[config.mk]
export PLATFORM = sky130hd
export DESIGN_NAME = adc_volt_disp
export DESIGN_NICKNAME = d
export VERILOG_FILES = /design/src/rtl/adc_pkg.sv /design/src/rtl/adc_volt_disp_seg7_scan.sv /design/src/rtl/adc_volt_disp.sv
export SDC_FILE = /design/constraint.sdc
export NUM_CORES = 1
export LEC_CHECK = 0
export ABC_CLOCK_PERIOD_IN_PS = 5800
export CAP_MARGIN = 30
export CORE_AREA = 10 10 129 131
export CTS_BUF_LIST = sky130_fd_sc_hd__clkbuf_16
export DETAILED_ROUTE_END_ITERATION = 10
export DIE_AREA = 0 0 139 141
export PLACE_DENSITY = 0.78
export SLEW_MARGIN = 20
export SYNTH_ARGS = -nofsm -noshare
export SYNTH_HDL_FRONTEND = slang
export SYNTH_HIERARCHICAL = 1
export SYNTH_SLANG_ARGS = --single-unit
[constraint.sdc]
create_clock -name clk -period 5.8 [get_ports clk]
set_clock_uncertainty 0.1 [all_clocks]
set_input_delay 1.45 -clock clk [delete_from_list [all_inputs] [get_ports clk]]
set_output_delay 1.45 -clock clk [all_outputs]
set_load 0.01 [all_outputs]
[src/rtl/adc_pkg.sv]
// Shared types and constants for the ADC millivolt display path.
// Holds the FSM encoding, datapath widths and the 7-segment LUT.
package adc_pkg;

  typedef enum logic [2:0] {
    S_IDLE,
    S_MUL,
    S_DIV,
    S_BCD,
    S_DONE
  } state_t;

  localparam int PROD_W = 20;
  localparam int MV_W   = 12;

  localparam logic [PROD_W-1:0] RND     = 20'd127;
  localparam logic [8:0]        DIVISOR = 9'd255;

  // Active-low {g,f,e,d,c,b,a}
  function automatic logic [6:0] seg7_lut(
    input logic [3:0] n
  );
    logic [6:0] p;
    case (n)
      4'h0: p = 7'h40;
      4'h1: p = 7'h79;
      4'h2: p = 7'h24;
      4'h3: p = 7'h30;
      4'h4: p = 7'h19;
      4'h5: p = 7'h12;
      4'h6: p = 7'h02;
      4'h7: p = 7'h78;
      4'h8: p = 7'h00;
      4'h9: p = 7'h10;
      4'hA: p = 7'h08;
      4'hB: p = 7'h03;
      4'hC: p = 7'h46;
      4'hD: p = 7'h21;
      4'hE: p = 7'h06;
      4'hF: p = 7'h0E;
    endcase
    return p;
  endfunction

endpackage

[src/rtl/adc_volt_disp_seg7_scan.sv]
// Multiplexed 4-digit 7-segment scanner with registered seg/sel.
// Digit index 3 drives sel[3]; the decimal point follows dp_idx.
module seg7_scan
  import adc_pkg::*;
#(
  parameter int SCAN_DIV = 50000
) (
  input  logic        clk,
  input  logic        rst,
  input  logic [15:0] digits,
  input  logic [1:0]  dp_idx,
  output logic [7:0]  seg,
  output logic [3:0]  sel
);

  localparam int CW = $clog2(SCAN_DIV);

  logic [CW-1:0] cnt;
  logic [1:0]    idx;
  logic [1:0]    idx_n;
  logic          wrap;
  logic [3:0]    nib;

  assign wrap  = (cnt == CW'(SCAN_DIV - 1));
  assign idx_n = wrap ? idx + 2'd1 : idx;
  assign nib   = digits[{idx_n, 2'b00} +: 4];

  // seg/sel follow the next index so they switch on the wrap edge
  always_ff @(posedge clk or posedge rst) begin
    if (rst) begin
      cnt <= '0;
      idx <= 2'd0;
      seg <= 8'hC0;
      sel <= 4'b1110;
    end else begin
      cnt <= wrap ? '0 : cnt + CW'(1);
      idx <= idx_n;
      seg <= {(idx_n != dp_idx), seg7_lut(nib)};
      sel <= ~(4'b0001 << idx_n);
    end
  end

endmodule

[src/rtl/adc_volt_disp.sv]
// Captures ADC codes, scales to mV via sequential divide, converts
// to BCD with double-dabble and drives a V.mmm 7-segment display.
module adc_volt_disp
  import adc_pkg::*;
#(
  parameter int VREF_MV  = 3300,
  parameter int SCAN_DIV = 50000
) (
  input  logic            clk,
  input  logic            rst,
  input  logic            cs_n,
  input  logic [7:0]      data,
  output logic [MV_W-1:0] mv,
  output logic            mv_valid,
  output logic [7:0]      seg,
  output logic [3:0]      sel
);

  localparam logic [PROD_W-1:0] VREF_P   = PROD_W'(VREF_MV);
  localparam logic [4:0]        DIV_LAST = 5'(PROD_W - 1);
  localparam logic [4:0]        BCD_LAST = 5'(MV_W - 1);

  state_t state, state_n;

  logic              cs_n_d;
  logic              capture;
  logic [7:0]        code;
  logic              pending;
  logic [PROD_W-1:0] prod;
  logic [7:0]        rem;
  logic [4:0]        cnt;
  logic [MV_W-1:0]   bin;
  logic [15:0]       bcd;
  logic [15:0]       bcd_adj;
  logic [15:0]       digits;
  logic [8:0]        trial;
  logic [8:0]        rem_sub;
  logic              ge;

  assign capture = !cs_n_d && cs_n;

  assign trial   = {rem, prod[PROD_W-1]};
  assign ge      = (trial >= DIVISOR);
  assign rem_sub = trial - DIVISOR;

  always_comb begin
    bcd_adj = bcd;
    for (int i = 0; i < 4; i++) begin
      if (bcd[4*i +: 4] >= 4'd5)
        bcd_adj[4*i +: 4] = bcd[4*i +: 4] + 4'd3;
    end
  end

  always_comb begin
    state_n = state;
    unique case (state)
      S_IDLE: if (capture || pending) state_n = S_MUL;
      S_MUL:  state_n = S_DIV;
      S_DIV:  if (cnt == DIV_LAST) state_n = S_BCD;
      S_BCD:  if (cnt == BCD_LAST) state_n = S_DONE;
      S_DONE: state_n = S_IDLE;
      default: state_n = S_IDLE;
    endcase
  end

  always_ff @(posedge clk or posedge rst) begin
    if (rst) state <= S_IDLE;
    else     state <= state_n;
  end

  always_ff @(posedge clk or posedge rst) begin
    if (rst) begin
      cs_n_d   <= 1'b1;
      code     <= '0;
      pending  <= 1'b0;
      prod     <= '0;
      rem      <= '0;
      cnt      <= '0;
      bin      <= '0;
      bcd      <= '0;
      digits   <= '0;
      mv       <= '0;
      mv_valid <= 1'b0;
    end else begin
      cs_n_d   <= cs_n;
      mv_valid <= 1'b0;
      if (capture) code <= data;
      // A capture outside IDLE is remembered once; newer ones overwrite code
      if (state == S_IDLE) pending <= 1'b0;
      else if (capture)    pending <= 1'b1;
      unique case (state)
        S_MUL: begin
          prod <= PROD_W'(code) * VREF_P + RND;
          rem  <= '0;
          cnt  <= '0;
          bcd  <= '0;
        end
        S_DIV: begin
          prod <= {prod[PROD_W-2:0], ge};
          rem  <= ge ? rem_sub[7:0] : trial[7:0];
          cnt  <= (cnt == DIV_LAST) ? 5'd0 : cnt + 5'd1;
          if (cnt == DIV_LAST) bin <= {prod[MV_W-2:0], ge};
        end
        S_BCD: begin
          bcd <= {bcd_adj[14:0], bin[MV_W-1]};
          bin <= {bin[MV_W-2:0], 1'b0};
          cnt <= (cnt == BCD_LAST) ? 5'd0 : cnt + 5'd1;
        end
        S_DONE: begin
          mv       <= prod[MV_W-1:0];
          digits   <= bcd;
          mv_valid <= 1'b1;
        end
        default: ;
      endcase
    end
  end

  seg7_scan #(
    .SCAN_DIV(SCAN_DIV)
  ) u_scan (
    .clk   (clk),
    .rst   (rst),
    .digits(digits),
    .dp_idx(2'd3),
    .seg   (seg),
    .sel   (sel)
  );

endmodule

==> out/metrics.yaml, run 1 <==
routabilityCongestion: 0.922
worstPathCellList: "fa_1 > inv_1 > fa_1 > inv_1 > fa_1 > inv_1 > fa_1 > inv_1 > ha_1 > and3_1 > a221oi_4 > xnor2_1 > nand2_1 > nor4_1 > nand3_1 > xnor2_1 > o21ai_0"
die_y_um: 141
fmax_mhz: 193
start_util_pct: 58.2
drt_wl_total_um: 16600
synth-seq-cells: 133
antenna_found_initial: 0
vias: 5849
io_pins: 36
syn2layout_area_growth_pct: 12.8
cts_setup_buffers: 0
numCtsBuffers: 17
worst-setup-path-type: "reg2reg"
vias_per_cell: 5.71
cts-htree-levels: 4
die_w_um: 139
first_pass_iters: 5
end_kind: "flip-flop"
grt_pass1_vias: 6197
syn_area_um2: 8260
placed_cell_area_um2: 8680
cts_hold_buf: 0
worst_pin_slew_ns: 0.907
seq_area_frac_synth_pct: 40.4
cts_buffer_depth: 2
yosysWarnings: 13
grt_max_degree: 76
port_buffers: 35
drtAntennaViolNets: 0
antennaDiodeCount: 0
status: "completed"
wl_per_cell_um: 16.3
grt_pass1_wl_um: 28900
coreArea_um2: 14200
drv_slew: 0
hold_viol: 0
synth.distinct_cells: 73
cp-start-kind: "flip-flop"
min_period_ns: 5.18
fp-row-count: 44
synth_edf_count: 0
cts.clk_slew.worst_paths_ns: 0.06
clock-sinks: 133
slew_headroom_pct: 39.5
slowest_delay_ns: 0.57
critPathMaxFanout: 9
finalCritPeriodShare_pct: 89.3
stdcell_area_um2: 9320
dp_cells: 990
final_cells: 1024
post_cts_resized: 0
cp_data_required_time_ns: 5.99
syn_avg_cell_area_um2: 10.4
layout.nets: 914
synth_cells: 798
final.setup.tns_ns: 0
hpwl_um: 11900
ys.flop_type: "dfrtp_1"
synthArstFlopShare_pct: 100
peakVddDrop_mv: 0.577
root_buffer: "clkbuf_16"
hold_class: "reg2reg"
drive_above_1_share_pct: 14.5
maxCapViolCount: 0
cp_slowest_cell: "fa_1"
drt_iter0_drc: 355
drc: 0
grt_usage_pct: 17.5
cts_tree: "yes"
die_area_um2: 19600
p_leak_uw: 0.00429
setup_viol: 0
clkLatencyLatePin_ns: 0.43
p_per_area_nw_per_um2: 582
rsz0062_at_grt: "no"
grt_overflow: 0
arrival_ns: 5.37
worst max-delay path, delay by kind of cell, from the launching register on:
kind                     cells  cell delay, ns
flip-flops                   1            0.47
adder cells (fa/ha/maj)      5            2.52
buffers and inverters        4            0.22
XOR/XNOR                     2            0.41
AND/OR/NAND/NOR              4            0.96
AO/OA/AOI/OAI                2            0.37
stage by stage:
step,setup slack [ns],util [%],power [uW],hold WS [ns]
floorplan,0.983,-,3760,0.346
global placement,0.771,61.0,4190,0.359
detailed placement,0.593,61.1,4310,0.369
CTS,0.579,65.4,5450,0.379
global route,0.300,65.6,5920,0.404
finish,0.620,65.6,5430,0.376
layer usage:
layer  routed length, um  GRT usage (%)
met5                   0              0
met4                 299           7.14
met3                 604           4.23
met2                8530           30.1
met1                7210           20.7
power breakdown:
part           internal, uW  leakage [uW]  switching (uW)
registers              1180       0.00171             244
logic                  1230       0.00229            1680
clock network           677      0.000290             419
total                  3080       0.00429            2340
logic make-up after synthesis:
logic type	Yosys count	synth area share (%)
AO/OA/AOI/OAI	157	12.6
buffers and inverters	79	4.75
multiplexers	67	8.78
adder cells (fa/ha/maj)	76	13.1
AND/OR/NAND/NOR	233	14.9
flip-flops	133	40.4
XOR/XNOR	52	5.51
other	1	0.0454
cell usage after synthesis, drive strengths merged, types with 9 or more instances:
cell type,count,area [um2]
a22oi,14,105
nor3,10,50.1
fa,17,340
nand2b,13,81.3
nor2b,19,119
nand2,71,267
o21ai,61,305
clkbuf,25,154
xor2,24,210
a21oi,31,159
inv,46,173
and3,10,66.3
mux2,41,465
nand3,18,90.1
dfrtp,127,3180
xnor2,28,245
mux2i,26,260
ha,59,738
nor3b,9,67.6
nor2,48,180
area by class of cell:
type / count / area [um2]
clock buffer: 17 / 425
multi-input combinational: 587 / 4540
inverter: 46 / 175
timing repair buffer: 42 / 430
fill: 1057 / 4880
sequential: 133 / 3340
tap: 184 / 230
clock inverter: 15 / 180
sequential cells by signal, summed over array words and instances (netlist names), 5 cells and up:
| signal | count |
|---|---|
| rem | 8 |
| digits | 16 |
| cnt | 5 |
| u_scan/cnt | 16 |
| bcd | 16 |
| bin | 12 |
| code | 8 |
| prod | 20 |
| mv | 12 |
| u_scan/seg | 8 |
layout by cell type, fill, tap and decap left out, types with 4 or more instances in the layout:
| master | instances |
|---|---|
| mux2_2 | 40 |
| nor2_1 | 48 |
| dfstp_2 | 6 |
| nand3b_1 | 5 |
| a21oi_1 | 30 |
| o31ai_1 | 7 |
| a22oi_1 | 14 |
| nor2b_1 | 19 |
| xnor2_1 | 28 |
| nor3b_1 | 8 |
| a21o_1 | 4 |
| mux2i_1 | 26 |
| a211oi_1 | 4 |
| ha_1 | 59 |
| nor3_1 | 10 |
| clkbuf_16 | 17 |
| and3_1 | 7 |
| nand3_1 | 18 |
| nand2b_1 | 13 |
| clkinv_4 | 4 |
| a221o_1 | 4 |
| xor2_1 | 24 |
| inv_1 | 45 |
| or2_2 | 8 |
| clkdlybuf4s50_1 | 35 |
| dfrtp_1 | 127 |
| nand2_1 | 71 |
| fa_1 | 17 |
| buf_4 | 5 |
| o21ai_0 | 59 |
path summary, 6_finish.rpt:
kind	startpoint	endpoint	slack, ns	depth (start not counted)
max in group asynchronous	rst	bin[1]	3.35	4
min reg2reg	u_scan/cnt[0]	u_scan/cnt[0]	0.38	1
max reg2reg	code[5]	prod[18]	0.62	17
max	code[5]	prod[18]	0.62	17
min in group asynchronous	rst	digits[9]	1.27	2
min	u_scan/cnt[0]	u_scan/cnt[0]	0.38	1
(Power assumes the default switching activity.)
==> run 2, diff against run 1 <==
Settings changed: CELL_PAD_IN_SITES_DETAIL_PLACEMENT from default to 1, CELL_PAD_IN_SITES_GLOBAL_PLACEMENT from default to 1, CORE_AREA 10 10 129 131 to 10 10 141 143, DIE_AREA 0 0 139 141 to 0 0 151 153, PLACE_DENSITY 0.78 to 0.85, REMOVE_ABC_BUFFERS from default to 1.
==> out/metrics.yaml, run 2 (synthesized netlist as in run 1, its figures left out) <==
drt_wl_total_um: 20700  # +24%
hold_viol: 0  # unchanged
fmax_mhz: 195  # +1.1%
rsz0062_at_grt: "no"
grt_overflow: 0  # unchanged
seqCellArea_um2: 3340  # unchanged
routabilityCongestion: 0.827  # -10%
grt_pass1_wl_um: 34000  # +17%
fin_util_pct: 55.3  # -10 points
worst-setup-path-type: "reg2reg"
drive_above_1_share_pct: 14.4  # -0.12 points
p_switching_uw: 2470  # +5.4%
drt_iter0_drc: 369  # +3.9%
vias: 6004  # +2.7%
coreArea_um2: 17100  # +20%
fillers: 1862  # +76%
rr_worst_depth: 17  # unchanged
busiest_layer: "met2"
port_buffers: 35  # unchanged
drc: 0  # unchanged
cts_buffer_depth: 2  # unchanged
hold_class: "reg2reg"
fp-row-count: 48  # +9.1%
status: "completed"
vias_per_cell: 5.64  # -1.3%
multi_input_area_um2: 4540  # unchanged
worstPathCellList: "fa_1 > inv_1 > fa_1 > inv_1 > fa_1 > inv_1 > fa_1 > inv_1 > ha_1 > and3_1 > a221oi_4 > xnor2_1 > o2111ai_2 > nor4_2 > xnor2_1 > xnor2_1 > o21ai_1"
die_w_um: 151  # +8.6%
die_area_um2: 23100  # +18%
final_cell_mix: "dfrtp_1 (127), nand2_1 (71), o21ai_0 (59), ha_1 (59), nor2_1 (48)"
final_common_cell: "dfrtp_1"
grt_max_degree: 76  # unchanged
cts_hold_buf: 0  # unchanged
met1_usage_pct: 22.3  # +1.6 points
critPathMaxFanout: 9  # unchanged
clock-sinks: 133  # unchanged
top_register: "prod"
start_util_pct: 48.5  # -9.7 points
p_per_area_nw_per_um2: 604  # +3.7%
first_pass_iters: 4  # -1
setup_slack_ns: 0.678  # +0.0586 ns
startpoint: "code[5]"
antennaDiodeCount: 0  # unchanged
die_y_um: 153  # +8.5%
cts-htree-levels: 4  # unchanged
use_met2_pct: 30.8  # +0.79 points
clockPowerShare_pct: 21.4  # +1.2 points
setup_viol: 0  # unchanged
grt_pass1_vias: 6446  # +4.0%
timing.rr.end: "prod[19]"
grt_usage_pct: 18.2  # +0.63 points
layout.nets: 915  # +0.11%
numCtsBuffers: 17  # unchanged
cts_tree: "yes"
rrSetupSlack_ns: 0.68  # +0.06 ns
slowest_delay_ns: 0.58  # about the same
cp-start-kind: "flip-flop"
p_total_uw: 5700  # +5.0%
min_period_ns: 5.12  # -0.0586 ns
wl_per_cell_um: 19.4  # +20%
peakVddDrop_mv: 0.670  # +16%
cts.clk_slew.worst_paths_ns: 0.06  # about the same
worst_pin_slew_ns: 0.808  # -0.0991 ns
place_worst_setup_slack_ns: 0.643  # +0.0493 ns
hpwl_um: 13800  # +16%
clkLatencyLatePin_ns: 0.43  # about the same
drtAntennaViolNets: 0  # unchanged
cts_setup_buffers: 0  # unchanged
post_cts_resized: 0  # unchanged
cp_slowest_cell: "fa_1"
cp_data_required_time_ns: 6.00  # about the same
worstReg2RegStart: "code[5]"
io_pins: 36  # unchanged
p_leak_uw: 0.00432  # +0.83%
crit_end: "prod[19]"
drv_slew: 0  # unchanged
antenna_found_initial: 0  # unchanged
internal-power_uw: 3230  # +4.7%
maxCapViolCount: 0  # unchanged
largest_register_ffs: 20  # unchanged
end_kind: "flip-flop"
slew_headroom_pct: 45.9  # +6.4 points
finalCritPeriodShare_pct: 88.3  # -1.0 points
final.setup.tns_ns: 0  # unchanged
root_buffer: "clkbuf_16"
use_met3_pct: 3.19  # -1.0 points
sequentialPowerShare_pct: 25.4  # -0.8 points
comb_power_share_pct: 53.1  # -0.5 points
arrival_ns: 5.33  # -0.04 ns
syn2layout_area_growth_pct: 14.1
switching_share_pct: 43.3  # +0.16 points
==> run 2: cell count changes in the layout (fill, tap and decap cells not counted) <==
cell        previous run  this run
clkinv_1               0         1
inv_6                  2         1
clkinvlp_4             3         1
clkinv_4               4         2
buf_4                  5         6
bufinv_16              3         6
==> run 2: layout make-up <==
type                            count  area share (%)
Clock buffer                       17            4.51
Clock inverter                     14            2.47
Inverter                           46            1.86
Multi-Input combinational cell    587            48.2
Sequential cell                   133            35.4
Tap cell                          225            2.98
Timing Repair Buffer               43            4.64
==> run 2: metal layers <==
| layer | up-vias | part of all wire (%) |
|---|---|---|
| li1 | 2831 | - |
| met1 | 3064 | 44 |
| met2 | 74 | 52 |
| met3 | 35 | 2.3 |
| met4 | 0 | 2.2 |
| met5 | - | 0 |
==> run 2: worst min path at each step <==
stage                   startpoint             end  cells past startpoint  slack, ns
floorplan            u_scan/cnt[0]   u_scan/cnt[0]                      1       0.35
global placement     u_scan/cnt[0]   u_scan/cnt[0]                      1       0.37
detailed placement  u_scan/cnt[13]  u_scan/cnt[13]                      1       0.38
CTS                 u_scan/cnt[13]  u_scan/cnt[13]                      1       0.40
global route                rem[7]          rem[7]                      1       0.42
finish               u_scan/cnt[7]   u_scan/cnt[7]                      1       0.40
==> run 2: stage by stage <==
stage / hold WS (ns) / std cells / instance area (um2)
floorplan: 0.346 / 766 / 8050
global placement: 0.374 / 1031 / 8720
global route: 0.423 / 1065 / 9430
detailed placement: 0.379 / 1031 / 8720
CTS: 0.401 / 1062 / 9380
finish: 0.397 / 1065 / 9430
==> run 2: power by group through the flow <==
stage	combinational, uW	clock, uW	sequential (uW)
after floorplan	2270	0	1370
after global placement	2860	0	1430
after detailed placement	2970	0	1450
after CTS	3030	1230	1450
after global routing	3390	1280	1480
final	3030	1220	1450
==> run 2: worst max-delay path: cells and delay by family (launching register included) <==
| kind | cells | cell delay (ns) |
|---|---|---|
| compound gates | 3 | 0.59 |
| xor+xnor | 3 | 0.54 |
| fa+ha+maj | 5 | 2.51 |
| buf+inv | 4 | 0.19 |
| flops | 1 | 0.47 |
| simple gates | 2 | 0.61 |
==> run 3, diff against run 2 <==
Settings changed: CORE_AREA 10 10 141 143 to 10 10 138 140, DIE_AREA 0 0 151 153 to 0 0 148 150, DONT_BUFFER_PORTS from default to 1, PLACE_DENSITY 0.85 to 0.81.
==> out/metrics.yaml, run 3 (synthesized netlist as in run 1, its figures left out) <==
cts_hold_buf: 0  # unchanged
antenna_found_initial: 0  # unchanged
fmax_mhz: 190  # -2.9%
whs_ns: 0.390  # -0.00670 ns
final.setup.tns_ns: 0  # unchanged
critPathMaxFanout: 9  # unchanged
end_kind: "flip-flop"
p_switching_uw: 2440  # -1.3%
die_area_um2: 22200  # -3.9%
fillers: 1829  # -1.8%
clockPowerShare_pct: 18.4  # -3.0 points
clock-sinks: 133  # unchanged
setup_slack_ns: 0.527  # -0.152 ns
cts.clk_slew.worst_paths_ns: 0.06  # about the same
vias_per_cell: 5.75  # +1.9%
worst-setup-path-type: "reg2reg"
coreArea_um2: 16300  # -4.2%
worstReg2RegStart: "code[5]"
grt_pass1_wl_um: 33500  # -1.3%
port_buffers: 0  # -100%
multi_input_area_um2: 4540  # unchanged
wl_per_cell_um: 19.2  # -1.2%
seqCellArea_um2: 3340  # unchanged
cts-htree-levels: 4  # unchanged
clkLatencyLatePin_ns: 0.43  # about the same
cp_data_required_time_ns: 6.04  # +0.04 ns
holdPathEnd: "u_scan/cnt[13]"
drc: 0  # unchanged
rsz0062_at_grt: "no"
drtAntennaViolNets: 0  # unchanged
top_register: "prod"
drive_above_1_share_pct: 14.9  # +0.50 points
start_util_pct: 50.6  # +2.1 points
first_pass_iters: 5  # +1
grt_overflow: 0  # unchanged
syn2layout_area_growth_pct: 8.16
hold_start: "u_scan/cnt[13]"
worst_pin_slew_ns: 0.729  # -0.0792 ns
cts_tree: "yes"
hold_class: "reg2reg"
cts_buffer_depth: 2  # unchanged
place_worst_setup_slack_ns: 0.491  # -0.151 ns
antennaDiodeCount: 0  # unchanged
cts_setup_buffers: 0  # unchanged
status: "completed"
sequentialPowerShare_pct: 27.0  # +1.6 points
cp-start-kind: "flip-flop"
largest_register_ffs: 20  # unchanged
fp-row-count: 47  # -2.1%
slew_headroom_pct: 51.4  # +5.5 points
final_common_cell: "dfrtp_1"
timing.rr.end: "prod[18]"
vias: 5889  # -1.9%
io_pins: 36  # unchanged
min_period_ns: 5.27  # +0.152 ns
setup_viol: 0  # unchanged
switching_share_pct: 45.3  # +1.9 points
die_w_um: 148  # -2.0%
layout.nets: 879  # -3.9%
drv_slew: 0  # unchanged
numCtsBuffers: 17  # unchanged
p_per_area_nw_per_um2: 603  # -0.27%
die_y_um: 150  # -2.0%
root_buffer: "clkbuf_16"
drt_iter0_drc: 264  # -28%
post_cts_resized: 0  # unchanged
arrival_ns: 5.51  # +0.18 ns
grt_pass1_vias: 6659  # +3.3%
rr_worst_depth: 17  # unchanged
comb_power_share_pct: 54.5  # +1.4 points
hpwl_um: 14100  # +1.9%
routabilityCongestion: 0.861  # +4.0%
drt_wl_total_um: 19700  # -4.9%
grt_max_degree: 59  # -22%
grt_usage_pct: 18.5  # +0.32 points
final_cell_mix: "dfrtp_1 (127), nand2_1 (71), o21ai_0 (59), ha_1 (59), nor2_1 (48)"
worstHoldPathCells: 1  # unchanged
finalCritPeriodShare_pct: 90.9  # +2.6 points
peakVddDrop_mv: 0.352  # -47%
rrSetupSlack_ns: 0.53  # -0.15 ns
maxCapViolCount: 0  # unchanged
hold_viol: 0  # unchanged
internal-power_uw: 2950  # -8.7%
p_leak_uw: 0.00414  # -4.3%
run 3: how the worst max path moves through the flow:
stage,from,endpoint,slack [ns],cells after the start
finish,code[5],prod[18],0.53,17
global route,code[5],prod[18],0.22,17
CTS,code[5],prod[18],0.49,17
detailed placement,code[5],prod[18],0.49,17
global placement,code[5],prod[19],0.79,17
floorplan,code[5],prod[19],0.97,17
run 3: final cells by class:
type                            count  share of cell area (%)
Inverter                           46                    1.96
Sequential cell                   133                    37.3
Multi-Input combinational cell    587                    50.8
Clock buffer                       17                    4.76
Clock inverter                     15                    1.29
Timing Repair Buffer                7                   0.756
Tap cell                          220                    3.08
run 3: per-layer routing:
metal  vias to the layer above  share of wire (%)  global-route usage, %
met5                         -                  0                      0
met4                         0                2.8                   7.33
met3                        39                2.1                   3.71
met2                        73                 55                   34.3
met1                      3007                 40                   20.2
li1                       2770                  -                      -
run 3: worst max-delay path, stage by stage (launching register included):
cell and delay [ns]:
dfrtp_1 0.47, fa_1 0.57, inv_1 0.05, fa_1 0.49, inv_1 0.06, fa_1 0.50
inv_1 0.05, fa_1 0.53, inv_1 0.04, ha_1 0.42, and3_1 0.28, a221oi_4 0.29
xnor2_1 0.26, nand2_1 0.14, nor4_1 0.48, nand3_1 0.16, xnor2_1 0.15, o21ai_0 0.14
run 3: power by group through the flow:
stage	combinational (uW)	clock (uW)	sequential, uW
final	2940	993	1460
after global routing	3320	1050	1490
after CTS	2940	1010	1460
after detailed placement	2900	0	1470
after global placement	2730	0	1450
after floorplan	2270	0	1370
run 3: per-stage QoR:
step | utilization [%] | std cells | total power (uW) | cell area [um2]
finish | 54.7 | 1025 | 5390 | 8940
global route | 54.7 | 1025 | 5860 | 8940
CTS | 54.5 | 1023 | 5410 | 8920
detailed placement | 51.2 | 991 | 4380 | 8380
floorplan | - | 766 | 3630 | 8050
global placement | 51.1 | 990 | 4180 | 8360
